[src/rtl/bf16_mac_sequencer.sv]
// Dot-product sequencer around a shared combinational BF16 FMA: acc = c_init + sum(a_i*b_i).
// Each FMA result is fed back as the next C operand; exception flags are accumulated stickily.
module bf16_mac_sequencer #(
    parameter int unsigned LEN_W   = 8,
    parameter int unsigned FMA_LAT = 0
) (
    input  logic             clk_in,
    input  logic             rst,
    input  logic             start,
    input  logic [LEN_W-1:0] len,
    input  logic [15:0]      c_init,
    input  logic             op_valid,
    input  logic [15:0]      op_a,
    input  logic [15:0]      op_b,
    output logic             op_ready,
    output logic [15:0]      fma_a,
    output logic [15:0]      fma_b,
    output logic [15:0]      fma_c,
    input  logic [15:0]      fma_result,
    input  logic [5:0]       fma_flags,
    output logic             busy,
    output logic             done,
    output logic [15:0]      acc_out,
    output logic [5:0]       flags_out
);

    localparam int unsigned WC_W = (FMA_LAT > 0) ? $clog2(FMA_LAT + 1) : 1;

    typedef enum logic [1:0] {
        S_IDLE  = 2'd0,
        S_ISSUE = 2'd1,
        S_WAIT  = 2'd2,
        S_DONE  = 2'd3
    } state_t;

    state_t           r_state;
    logic [LEN_W-1:0] r_cnt;
    logic [WC_W-1:0]  r_wcnt;
    logic [15:0]      r_acc;
    logic [15:0]      r_op_a;
    logic [15:0]      r_op_b;
    logic [5:0]       r_sticky;
    logic [15:0]      r_acc_out;
    logic [5:0]       r_flags_out;
    logic             r_op_ready;
    logic             r_busy;
    logic             r_done;

    // FMA operands come straight from registers so they stay stable across WAIT
    assign fma_a     = r_op_a;
    assign fma_b     = r_op_b;
    assign fma_c     = r_acc;
    assign op_ready  = r_op_ready;
    assign busy      = r_busy;
    assign done      = r_done;
    assign acc_out   = r_acc_out;
    assign flags_out = r_flags_out;

    always_ff @(posedge clk_in or posedge rst) begin
        if (rst) begin
            r_state     <= S_IDLE;
            r_cnt       <= '0;
            r_wcnt      <= '0;
            r_acc       <= '0;
            r_op_a      <= '0;
            r_op_b      <= '0;
            r_sticky    <= '0;
            r_acc_out   <= '0;
            r_flags_out <= '0;
            r_op_ready  <= 1'b0;
            r_busy      <= 1'b0;
            r_done      <= 1'b0;
        end else begin
            r_done <= 1'b0;
            case (r_state)
                S_IDLE: begin
                    if (start) begin
                        if (len != '0) begin
                            r_acc      <= c_init;
                            r_cnt      <= len;
                            r_sticky   <= '0;
                            r_op_ready <= 1'b1;
                            r_busy     <= 1'b1;
                            r_state    <= S_ISSUE;
                        end else begin
                            r_acc_out   <= c_init;
                            r_flags_out <= '0;
                            r_done      <= 1'b1;
                            r_state     <= S_DONE;
                        end
                    end
                end
                S_ISSUE: begin
                    if (op_valid) begin
                        r_op_a     <= op_a;
                        r_op_b     <= op_b;
                        r_wcnt     <= WC_W'(FMA_LAT);
                        r_op_ready <= 1'b0;
                        r_state    <= S_WAIT;
                    end
                end
                S_WAIT: begin
                    if (r_wcnt != '0) begin
                        r_wcnt <= r_wcnt - WC_W'(1);
                    end else begin
                        // result is settled: fold into the accumulator
                        r_acc    <= fma_result;
                        r_sticky <= r_sticky | fma_flags;
                        r_cnt    <= r_cnt - LEN_W'(1);
                        if (r_cnt == LEN_W'(1)) begin
                            r_acc_out   <= fma_result;
                            r_flags_out <= r_sticky | fma_flags;
                            r_done      <= 1'b1;
                            r_busy      <= 1'b0;
                            r_state     <= S_DONE;
                        end else begin
                            r_op_ready <= 1'b1;
                            r_state    <= S_ISSUE;
                        end
                    end
                end
                S_DONE: begin
                    r_state <= S_IDLE;
                end
                default: begin
                    r_state <= S_IDLE;
                end
            endcase
        end
    end

endmodule

[config.mk]
export PLATFORM = sky130hd
export DESIGN_NAME = bf16_mac_sequencer
export DESIGN_NICKNAME = d
export VERILOG_FILES = /design/src/rtl/bf16_mac_sequencer.sv
export SDC_FILE = /design/constraint.sdc
export NUM_CORES = 1
export LEC_CHECK = 0
export ABC_AREA = 1
export BUFFER_PORTS_ARGS = -buffer_cell sky130_fd_sc_hd__buf_4
export CAP_MARGIN = 30
export CORE_MARGIN = 10
export CORE_UTILIZATION = 54
export CTS_BUF_LIST = sky130_fd_sc_hd__clkbuf_2 sky130_fd_sc_hd__clkbuf_4 sky130_fd_sc_hd__clkbuf_8
export CTS_CLUSTER_SIZE = 20
export DETAILED_ROUTE_END_ITERATION = 6
export PLACE_DENSITY_LB_ADDON = 0.05
export SLEW_MARGIN = 20
export SYNTH_ARGS = -nofsm -noshare
export SYNTH_HDL_FRONTEND = slang
export SYNTH_SLANG_ARGS = --single-unit
[constraint.sdc]
create_clock -name clk_in -period 4.7 [get_ports clk_in]
set_input_delay 0 -clock clk_in [delete_from_list [all_inputs] [get_ports clk_in]]
set_output_delay 0 -clock clk_in [all_outputs]
set_load 0.03 [all_outputs]
Word-level counts from Yosys, hierarchy flattened
Index checks and enable logic that the tools add are counted.
{"block": "classes", "reduce_logical": 12, "n_addsub": 2, "shift": 0, "n_eq_ne": 11, "div": 0, "bitwise": 1, "magnitude_cmp": 0, "mux": 44, "n_mul": 0}
{"cell": "2-to-1 mux 16 bit", "n": 7}
{"cell": "case mux 16 bit (2 select lines)", "n": 2}
{"cell": "2-to-1 mux 6 bit", "n": 7}
{"cell": "2-to-1 mux 8 bit", "n": 3}
{"cell": "case mux 6 bit (2 select lines)", "n": 2}
{"cell": "case mux 8 bit (2 select lines)", "n": 1}
{"cell": "!= test 2 bit (second input constant)", "n": 7}
{"cell": "2-to-1 mux 1 bit", "n": 12}
{"cell": "2-to-1 mux 2 bit", "n": 5}
{"cell": "AND reduction 5 bit", "n": 2}
{"cell": "equality test 8 x 1 -> 1 bit (second input constant)", "n": 1}
{"cell": "case mux 2 bit (4 select lines)", "n": 1}
{"cell": "nonzero test 8 bit", "n": 1}
{"cell": "subtractor 8 x 1 -> 8 bit (second input constant)", "n": 1}
{"cell": "bitwise OR 6 bit", "n": 1}
{"cell": "case mux 1 bit (2 select lines)", "n": 3}
{"cell": "AND reduction 6 bit", "n": 1}
{"cell": "equality test 2 bit (second input constant)", "n": 2}
{"cell": "AND reduction 2 bit", "n": 2}
{"cell": "AND reduction 4 bit", "n": 1}
{"cell": "nonzero test 2 bit", "n": 2}
{"cell": "case mux 1 bit (3 select lines)", "n": 1}
{"cell": "AND reduction 3 bit", "n": 1}
{"cell": "nonzero test 3 bit", "n": 1}
{"cell": "3 further kinds", "n": 3}
{"block": "word_totals", "reg_bits": 90, "romBits": 0, "wordCells": 82, "ram_bits": 0, "latch_bits": 0, "memories": 0, "input_bits": 82}

Longest topological paths before layout
Gate-level depths: netlist of run 1.
{"block": "logic_depth", "word_depth": 4, "ltp_mapped": 10, "depth_no_buf": 10}

Worst setup path after synthesis of run 1
No wires, ideal clock.
{"block": "synth_path", "kind": "flip-flop to flip-flop", "startpoint": "reg r_state[0]", "endpoint": "reg r_flags_out[0] (netlist: flags_out[0])", "n_path_buf": 1, "path_stages_with_launch": 10, "setup_ns": 0.131, "t_arrival_ns": 1.250, "setup_slack_ns": 3.319, "required_time_ns": 4.569, "cell_sequence": "dfrtp_1 > inv_1 > nand2_2 > nor2_1 > nand2_1 > nand2_1 > nand2_2 > buf_2 > nand2_1 > o21ai_0"}
{"block": "synth_via", "elab_chain_len": 3, "word_cells_on_any_way": 9, "cone_classes": "5 x eq/ne; 1 x mux; 3 x reduce/logical"}
{"element": "from (decl)", "line_no": "36", "rtl": "state_t r_state;"}
{"element": "from (signal assigned)", "line_no": "61", "rtl": "r_state <= S_IDLE;"}
{"element": "from (signal assigned)", "line_no": "84", "rtl": "r_state <= S_ISSUE;"}
{"element": "from (signal assigned)", "line_no": "89", "rtl": "r_state <= S_DONE;"}
{"element": "equality test 2 bit / logical NOT 2 bit (equally long branches)", "line_no": "75", "rtl": "case (r_state)"}
{"element": "!= test 2 bit (no line) / nonzero test 2 bit (equally long branches)"}
{"element": "AND reduction 5 bit (no line)"}
{"element": "to (signal assigned)", "line_no": "112", "rtl": "r_flags_out <= r_sticky | fma_flags;"}
{"element": "to (decl)", "line_no": "44", "rtl": "logic [5:0] r_flags_out;"}
Several ways; a longest one is shown, not always the timed one.
A chain may end at the register's enable or synchronous reset.

Final worst setup path of run 1
{"block": "layout_path", "startpoint": "reg r_state[0]", "endpoint": "reg r_acc_out[15] (netlist: acc_out[15])"}
{"block": "layout_via", "elab_chain_len": 3, "word_cells_on_any_way": 9, "cone_classes": "5 x eq/ne; 1 x mux; 3 x reduce/logical"}
{"element": "equality test 2 bit / logical NOT 2 bit (equally long branches)", "line_no": "75"}
{"element": "!= test 2 bit (no line) / nonzero test 2 bit (equally long branches)"}
{"element": "AND reduction 5 bit (no line)"}
{"element": "to (signal assigned)", "line_no": "86", "rtl": "r_acc_out <= c_init;"}
{"element": "to (signal assigned)", "line_no": "111", "rtl": "r_acc_out <= fma_result;"}
{"element": "to (decl)", "line_no": "43", "rtl": "logic [15:0] r_acc_out;"}
Several ways; a longest one is shown, not always the timed one.

==> metrics.md, run 1 <==
| Metric | Value |
|---|---|
| Final-report max-slew violation count | 0 |
| Area grow syn2layout | 49.2% |
| ANT nets after route | 0 |
| Sink Count | a little under 90 |
| Final worst slack | 2110 ps |
| Row count | 30 |
| Die Wd | ~100 µm |
| Synth warn | 0 |
| Worst endpoint required time | between 4000 and 5000 ps |
| Layout cells sized above 1 | 0.351 |
| Largest net degree at the start of global routing | between 60 and 70 |
| Register area share after synthesis | 0.576 |
| Main combinational cell family by area after synthesis | simple AND/OR/NAND/NOR gates |
| DRT iter0 DRCs | approximately 190 |
| Fin nets | 698 |
| DR vias/cell | roughly 5.1 |
| CP max FO | 30 |
| Gr usage total | 0.223 |
| PortBufs | between 150 and 200 |
| Non-filler cells, final | 716 |
| Routability cong. | approximately 0.89 |
| Ys async rst share | 1.00 |
| Die height | 105 µm |
| VDD IR max | ~0.00041 V |
| Worst Path Arrival | roughly 2900 ps |
| FF+latch count, synth | 89 |
| Post-CTS Setup Inserts | 0 |
| Slew Limit Headroom | 0.392 |
| CP Capture Type | register |
| Number of global-route vias before repair | 3796 |
| Kind of critical path | register to register |
| Area of the multi-input gates | 1410 µm² |
| Simple-Gate Fraction of Synth Area | 0.186 |
| Placed insts | roughly 650 |
| PwrDens | approximately 660 nW/µm² |
| P_int | between 2 and 2.5 mW |
| TritonCTS clock tree | built |
| Syn nets | 499 |
| Synth Area in Compound Gates | 0.0786 |
| DP Wirelength | ~8000 µm |
| Net switching power | roughly 1.7 mW |
| Maximum clock path buffer count | 2 |
| Setup violations, final | 0 |
| Max Freq | between 0.3 and 0.4 GHz |
| Crit start category | register |
| Clock-pin transition on the worst setup and hold timing paths | around 90 ps |
| MaxCap Viol Count | 0 |
| Vias | roughly 3700 |
| Final hold viol count | 0 |
| Fin crit period | 2590 ps |
| Outcome | finished clean |
| Register area | roughly 2200 µm² |
| Final TNS setup | 0 ps |
| Total chip power | around 3.8 mW |
| Mapped cell area | a little under 4000 µm² |
| RSZ-0062 raised after global routing | false |
| Post-synth EDFFs | 0 |
| Gate power share | 0.512 |
| Post-synthesis mux area share | 0.0931 |
| DR WL met3 | 875 µm |
| Synth Area in XOR/XNOR | 0 |
| Worst min-delay path class | input pin to register |
| CTS root buffer | clkbuf_8 |
| Total core area | about 7000 µm² |
| Leak pwr | around 3.0 nW |
| Sequential Power Share | 0.342 |
| DRT Pass-1 Iters | 5 |
| Initial cell density of the core | 0.563 |
| Post-Synth Adder-Cell Area | 0.00647 |
| Skew final | ~20 ps |
| Drc violations | 0 |
| Skew-Pair Late Insertion Delay | 360 ps |
| CTS HTree Levels | 3 |
| Top Layer Used | met4 |
| Ys flop type | dfrtp_1 |
| Total grt overflow | 0 |
| Post-Route WL | approximately 12000 µm |
| Pre-CTS setup slack | approximately 2500 ps |
| Antenna violations before repair | 1 |
| Global-route wire length before repair | a little under 20000 µm |
| Clock network fraction of total power | 0.145 |
| Drt wl/cell | between 15 and 20 µm |
| Cells after Synth | roughly 420 |
| IO Count | roughly 160 |
| Die Area | around 11000 µm² |
| Final period util | 0.551 |
| Sw frac | 0.449 |
| Slew of the pin with the lowest slew margin | 910 ps |
| Synth unique cells | 25 |
| CTS buffer count | 9 |
| Avg Cell Area, Syn | approximately 9.3 µm² |
| Fill cells | 410 |
| WL met2 | around 6700 µm |
| Post-Route M1 WL | about 4600 µm |
[stage by stage]
stage	hold WS (ps)	utilization	cell area, µm²
2_1_floorplan	150	-	3870
3_3_place_gp	25.5	0.737	5060
3_5_place_dp	27.9	0.737	5060
4_1_cts	6.42	0.840	5770
5_1_grt	42.9	0.840	5770
6_report	11.2	0.840	5770
[power groups by stage]
stage | Clock (mW) | Combinational (mW) | Sequential [mW]
after floorplan | 0 | 0.708 | 1.81
after global placement | 0 | 1.86 | 1.28
after detailed placement | 0 | 1.90 | 1.30
after CTS | 0.552 | 1.94 | 1.28
after global routing | 0.588 | 2.10 | 1.34
final | 0.553 | 1.95 | 1.30
[area by class of cell]
| type | count | share of cell area |
|---|---|---|
| flip-flops and latches | 89 | 0.386 |
| multi-input cells | 272 | 0.244 |
| clock inverters | 5 | 0.0108 |
| repair buffers | 205 | 0.288 |
| diodes | 1 | 0.000433 |
| clock buffers | 11 | 0.0251 |
| well taps | 96 | 0.0208 |
| inverters | 37 | 0.0243 |
[path summary, 6_finish.rpt]
path | endpoint | startpoint | slack (ps) | cells after the start
setup / recovery | acc_out[15] | r_state[0] | 2110 | 8
hold / removal | fma_c[4] | fma_result[4] | 10 | 5
setup reg to reg | acc_out[15] | r_state[0] | 2110 | 8
hold reg to reg | op_ready | op_ready | 480 | 2
max in group asynchronous | fma_c[10] | rst | 3290 | 4
min in group asynchronous | fma_a[0] | rst | 240 | 3
[cells in the mapped netlist (2+ instances only)]
cell type / instances / share of area
buf_6: 2 / 0.0058
o21ai_2: 4 / 0.0091
nand3_1: 8 / 0.010
clkbuf_2: 2 / 0.0026
nand2_2: 4 / 0.0065
nand2_1: 147 / 0.14
o21ai_0: 45 / 0.058
dfrtp_1: 89 / 0.58
ha_1: 2 / 0.0065
inv_1: 36 / 0.035
buf_2: 10 / 0.013
nor2_1: 14 / 0.014
mux2_2: 32 / 0.093
nand4_1: 3 / 0.0049
clkbuf_1: 2 / 0.0019
o21ai_1: 6 / 0.0078
[cells by family (layout without fill, tap and decap cells)]
family          count (synthesis)  after routing
flops                          89             89
compound gates                 57             57
fa+ha+maj                       2              2
other cells                     0              1
mux                            32             32
simple gates                  181            181
buf+inv                        54            258
[worst max-delay path: stages, from the launching register on]
cell and delay (ps):
dfrtp_1 390, inv_1 130, nand2_2 310, inv_1 790, nand2_1 100, nand2_1 120, dlygate4sd3_1 570, nand2_1 50
nand2_1 50
[metal layers]
| metal | up-vias | track usage |
|---|---|---|
| met3 | 15 | 0.0534 |
| met4 | 0 | 0.0706 |
| met5 | - | 0 |
| met2 | 154 | 0.419 |
| met1 | 1765 | 0.239 |
| li1 | 1719 | - |
[repair_timing]
item,in CTS,in global routing
hold buffers,50,0
hold endpoints to repair,73,0
resized for setup,0,0
[registers in the layout, summed over array words and instances (netlist names)]
| register | flops |
|---|---|
| r_sticky | 6 |
| done | 1 |
| r_cnt | 8 |
| fma_b | 16 |
| fma_c | 16 |
| fma_a | 16 |
| op_ready | 1 |
| busy | 1 |
| flags_out | 6 |
| acc_out | 16 |
| r_state | 2 |
[layout by cell type (no fill, tap or decap)]
| master | Yosys | layout |
|---|---|---|
| nand4_1 | 3 | 3 |
| clkinvlp_4 | 0 | 2 |
| inv_2 | 1 | 1 |
| o21ai_2 | 4 | 4 |
| o21ai_0 | 45 | 45 |
| a21oi_1 | 1 | 1 |
| nand2_1 | 147 | 146 |
| dfrtp_1 | 89 | 89 |
| nand3_1 | 8 | 8 |
| or2_2 | 1 | 1 |
| dlygate4sd3_1 | 0 | 50 |
| inv_6 | 0 | 1 |
| diode_2 | 0 | 1 |
| ha_1 | 2 | 2 |
| clkinv_2 | 0 | 1 |
| buf_4 | 0 | 155 |
| bufinv_16 | 0 | 1 |
| inv_1 | 36 | 35 |
| mux2_2 | 32 | 32 |
| nor2_1 | 14 | 14 |
| clkbuf_8 | 0 | 10 |
| a21oi_2 | 1 | 1 |
| nor2_2 | 1 | 1 |
| nor4_1 | 1 | 1 |
| clkbuf_4 | 0 | 1 |
| nand3b_1 | 1 | 1 |
| o21ai_1 | 6 | 6 |
| nand2_2 | 4 | 5 |
| nor3_1 | 1 | 1 |
| clkinv_4 | 0 | 1 |
No activity file was read; power rests on OpenSTA's default activity.
==> run 2: changes to the inputs <==
--- a/config.mk
+++ b/config.mk
@@ -9,7 +9,7 @@
 export BUFFER_PORTS_ARGS = -buffer_cell sky130_fd_sc_hd__buf_4
 export CAP_MARGIN = 30
 export CORE_MARGIN = 10
-export CORE_UTILIZATION = 54
+export CORE_UTILIZATION = 50
 export CTS_BUF_LIST = sky130_fd_sc_hd__clkbuf_2 sky130_fd_sc_hd__clkbuf_4 sky130_fd_sc_hd__clkbuf_8
 export CTS_CLUSTER_SIZE = 20
 export DETAILED_ROUTE_END_ITERATION = 6
==> constraint.sdc (replaced) <==
create_clock -name clk_in -period 2.5 [get_ports clk_in]
set_input_delay 0 -clock clk_in [delete_from_list [all_inputs] [get_ports clk_in]]
set_output_delay 0 -clock clk_in [all_outputs]
set_load 0.03 [all_outputs]
==> metrics.md, run 2 (same netlist as run 1, synthesis figures left out) <==
| Metric | Value |
|---|---|
| Sequential Power Share | 0.344 (+0.002) |
| Die height | 108 µm (+3.2%) |
| DRT iter0 DRCs | 131 (-29%) |
| Total chip power | 7.08 mW (+86%) |
| CP Capture Type | register |
| Slowest cell delay on critical path | 570 ps (-220 ps) |
| Final period util | 0.799 (+0.248) |
| IO Count | 155 (unchanged) |
| ANT nets after route | 0 (unchanged) |
| Final hold slack | 12.9 ps (+1.71 ps) |
| Fill cells | 539 (+31%) |
| Worst Path Arrival | 2240 ps (-640 ps) |
| TritonCTS clock tree | built |
| Commonest non-fill, non-tap cell in the layout | buf_4 |
| Largest net degree at the start of global routing | 47 (-27%) |
| Initial cell density of the core | 0.509 (-0.0547) |
| Gate power share | 0.513 (about the same) |
| CTS buffer count | 9 (unchanged) |
| Vias | 3539 (-3.1%) |
| VDD IR max | 0.000645 V (+56%) |
| Final-report max-slew violation count | 0 (unchanged) |
| Maximum clock path buffer count | 2 (unchanged) |
| Critical-path cell list | inv_1, nand2_2, buf_4, inv_1, nand2_1, nand2_1, dlygate4sd3_1, nand2_1, nand2_1 |
| CTS root buffer | clkbuf_8 |
| Clock-pin transition on the worst setup and hold timing paths | 90 ps (about the same) |
| Skew final | 15.2 ps (-4.74 ps) |
| Net switching power | 3.13 mW (+83%) |
| Max Freq | 0.501 GHz (+30%) |
| ANT cells | 0 (-1) |
| Die Area | 11700 µm² (+6.4%) |
| Total grt overflow | 0 (unchanged) |
| Kind of critical path | register to register |
| CP max FO | 26 (-13%) |
| Area grow syn2layout | 50.5% |
| Outcome | finished clean |
| Worst min-delay path class | input pin to register |
| Drt wl/cell | 15.7 µm (-9.4%) |
| Routability cong. | 0.862 (-2.9%) |
| Fin crit period | 2000 ps (-591 ps) |
| RSZ-0062 raised after global routing | false |
| Final TNS setup | 0 ps (unchanged) |
| Drc violations | 0 (unchanged) |
| Slowest CP cell | dlygate4sd3_1 |
| Slew of the pin with the lowest slew margin | 786 ps (-125 ps) |
| Slew Limit Headroom | 0.476 (+0.0831) |
| Sw frac | 0.442 (-0.00724) |
| Leak pwr | 3.06 nW (+0.88%) |
| Gr usage total | 0.197 (-0.0264) |
| Skew-Pair Late Insertion Delay | 350 ps (about the same) |
| Crit start category | register |
| MaxCap Viol Count | 0 (unchanged) |
| PortBufs | 154 (unchanged) |
| DR vias/cell | 4.88 (-4.3%) |
| Global-route wire length before repair | 18300 µm (-7.7%) |
| DRT Pass-1 Iters | 4 (-1) |
| Most numerous cell on the critical path | nand2_1 |
| Setup violations, final | 0 (unchanged) |
| PwrDens | 1220 nW/µm² (+84%) |
| Fin nets | 703 (+0.72%) |
| P_int | 3.95 mW (+88%) |
| Post-Route WL | 11400 µm (-8.3%) |
| Finished Core Util | 0.765 (-0.0751) |
| Most frequent cells in the layout | buf_4, nand2_1, dfrtp_1 |
| Row count | 32 (+6.7%) |
| CTS HTree Levels | 3 (unchanged) |
| Antenna violations before repair | 0 (-1) |
| DP Wirelength | 7930 µm (-0.35%) |
| Number of global-route vias before repair | 3720 (-2.0%) |
| Worst endpoint required time | 2750 ps (-2240 ps) |
| Total core area | 7610 µm² (+11%) |
| Sink Count | 89 (unchanged) |
| Layout cells sized above 1 | 0.352 (+0.000959) |
| Die Wd | 108 µm (+3.2%) |
| Final hold viol count | 0 (unchanged) |
| Clock network fraction of total power | 0.143 (-0.002) |
## run 2: critical path, delay by kind of cell (launching register included)
family | cells | cell delay (ps)
buffers and inverters | 4 | 1150
flip-flops | 1 | 390
AND/OR/NAND/NOR | 5 | 350
## run 2: power groups by stage
stage          registers, mW  logic, mW  clock network (mW)
6_report                2.44       3.64                1.01
5_1_grt                 2.52       3.96                1.08
4_1_cts                 2.43       3.66                1.02
3_5_place_dp            2.45       3.59                   0
3_3_place_gp            2.42       3.52                   0
2_1_floorplan           3.40       1.33                   0
## run 2: area by class of cell
type / count / area (µm²) / share of cell area
Sequential cell: 89 / 2230 / 0.383
Timing Repair Buffer: 210 / 1720 / 0.295
Multi-Input combinational cell: 272 / 1410 / 0.242
Inverter: 37 / 140 / 0.0241
Clock buffer: 10 / 138 / 0.0236
Tap cell: 102 / 128 / 0.0219
Clock inverter: 5 / 63.8 / 0.0110
## run 2: through the flow
step | instances | setup slack (ps) | cell area [µm²]
final | 725 | 503 | 5820
after global routing | 725 | 240 | 5820
after CTS | 725 | 523 | 5820
after detailed placement | 659 | 613 | 5110
after global placement | 659 | 706 | 5110
after floorplan | 415 | 193 | 3870
## run 2: timing repair
| action | in CTS | in global routing |
|---|---|---|
| setup buffers | 0 | 0 |
| hold endpoints to repair | 95 | 0 |
| hold buffers | 51 | 0 |
| resized for setup | 0 | 0 |
| setup endpoints to repair | 0 | 0 |
## run 2: worst paths after layout
check                      cells after the start           to  slack [ps]           from
max                                            9    fma_c[15]         500     r_state[0]
min                                            5     fma_c[4]          10  fma_result[4]
max reg2reg                                    9    fma_c[15]         500     r_state[0]
min reg2reg                                    2  r_sticky[0]         480    r_sticky[0]
max in group asynchronous                      4     r_cnt[4]        1400            rst
min in group asynchronous                      3     fma_b[9]         370            rst
## run 2: metal layers
layer | global-route usage | vias to the layer above | share of wire
met4 | 0.0630 | 0 | 0.0083
met2 | 0.345 | 118 | 0.52
met1 | 0.227 | 1693 | 0.40
met5 | 0 | - | 0
li1 | - | 1722 | -
met3 | 0.0547 | 6 | 0.071
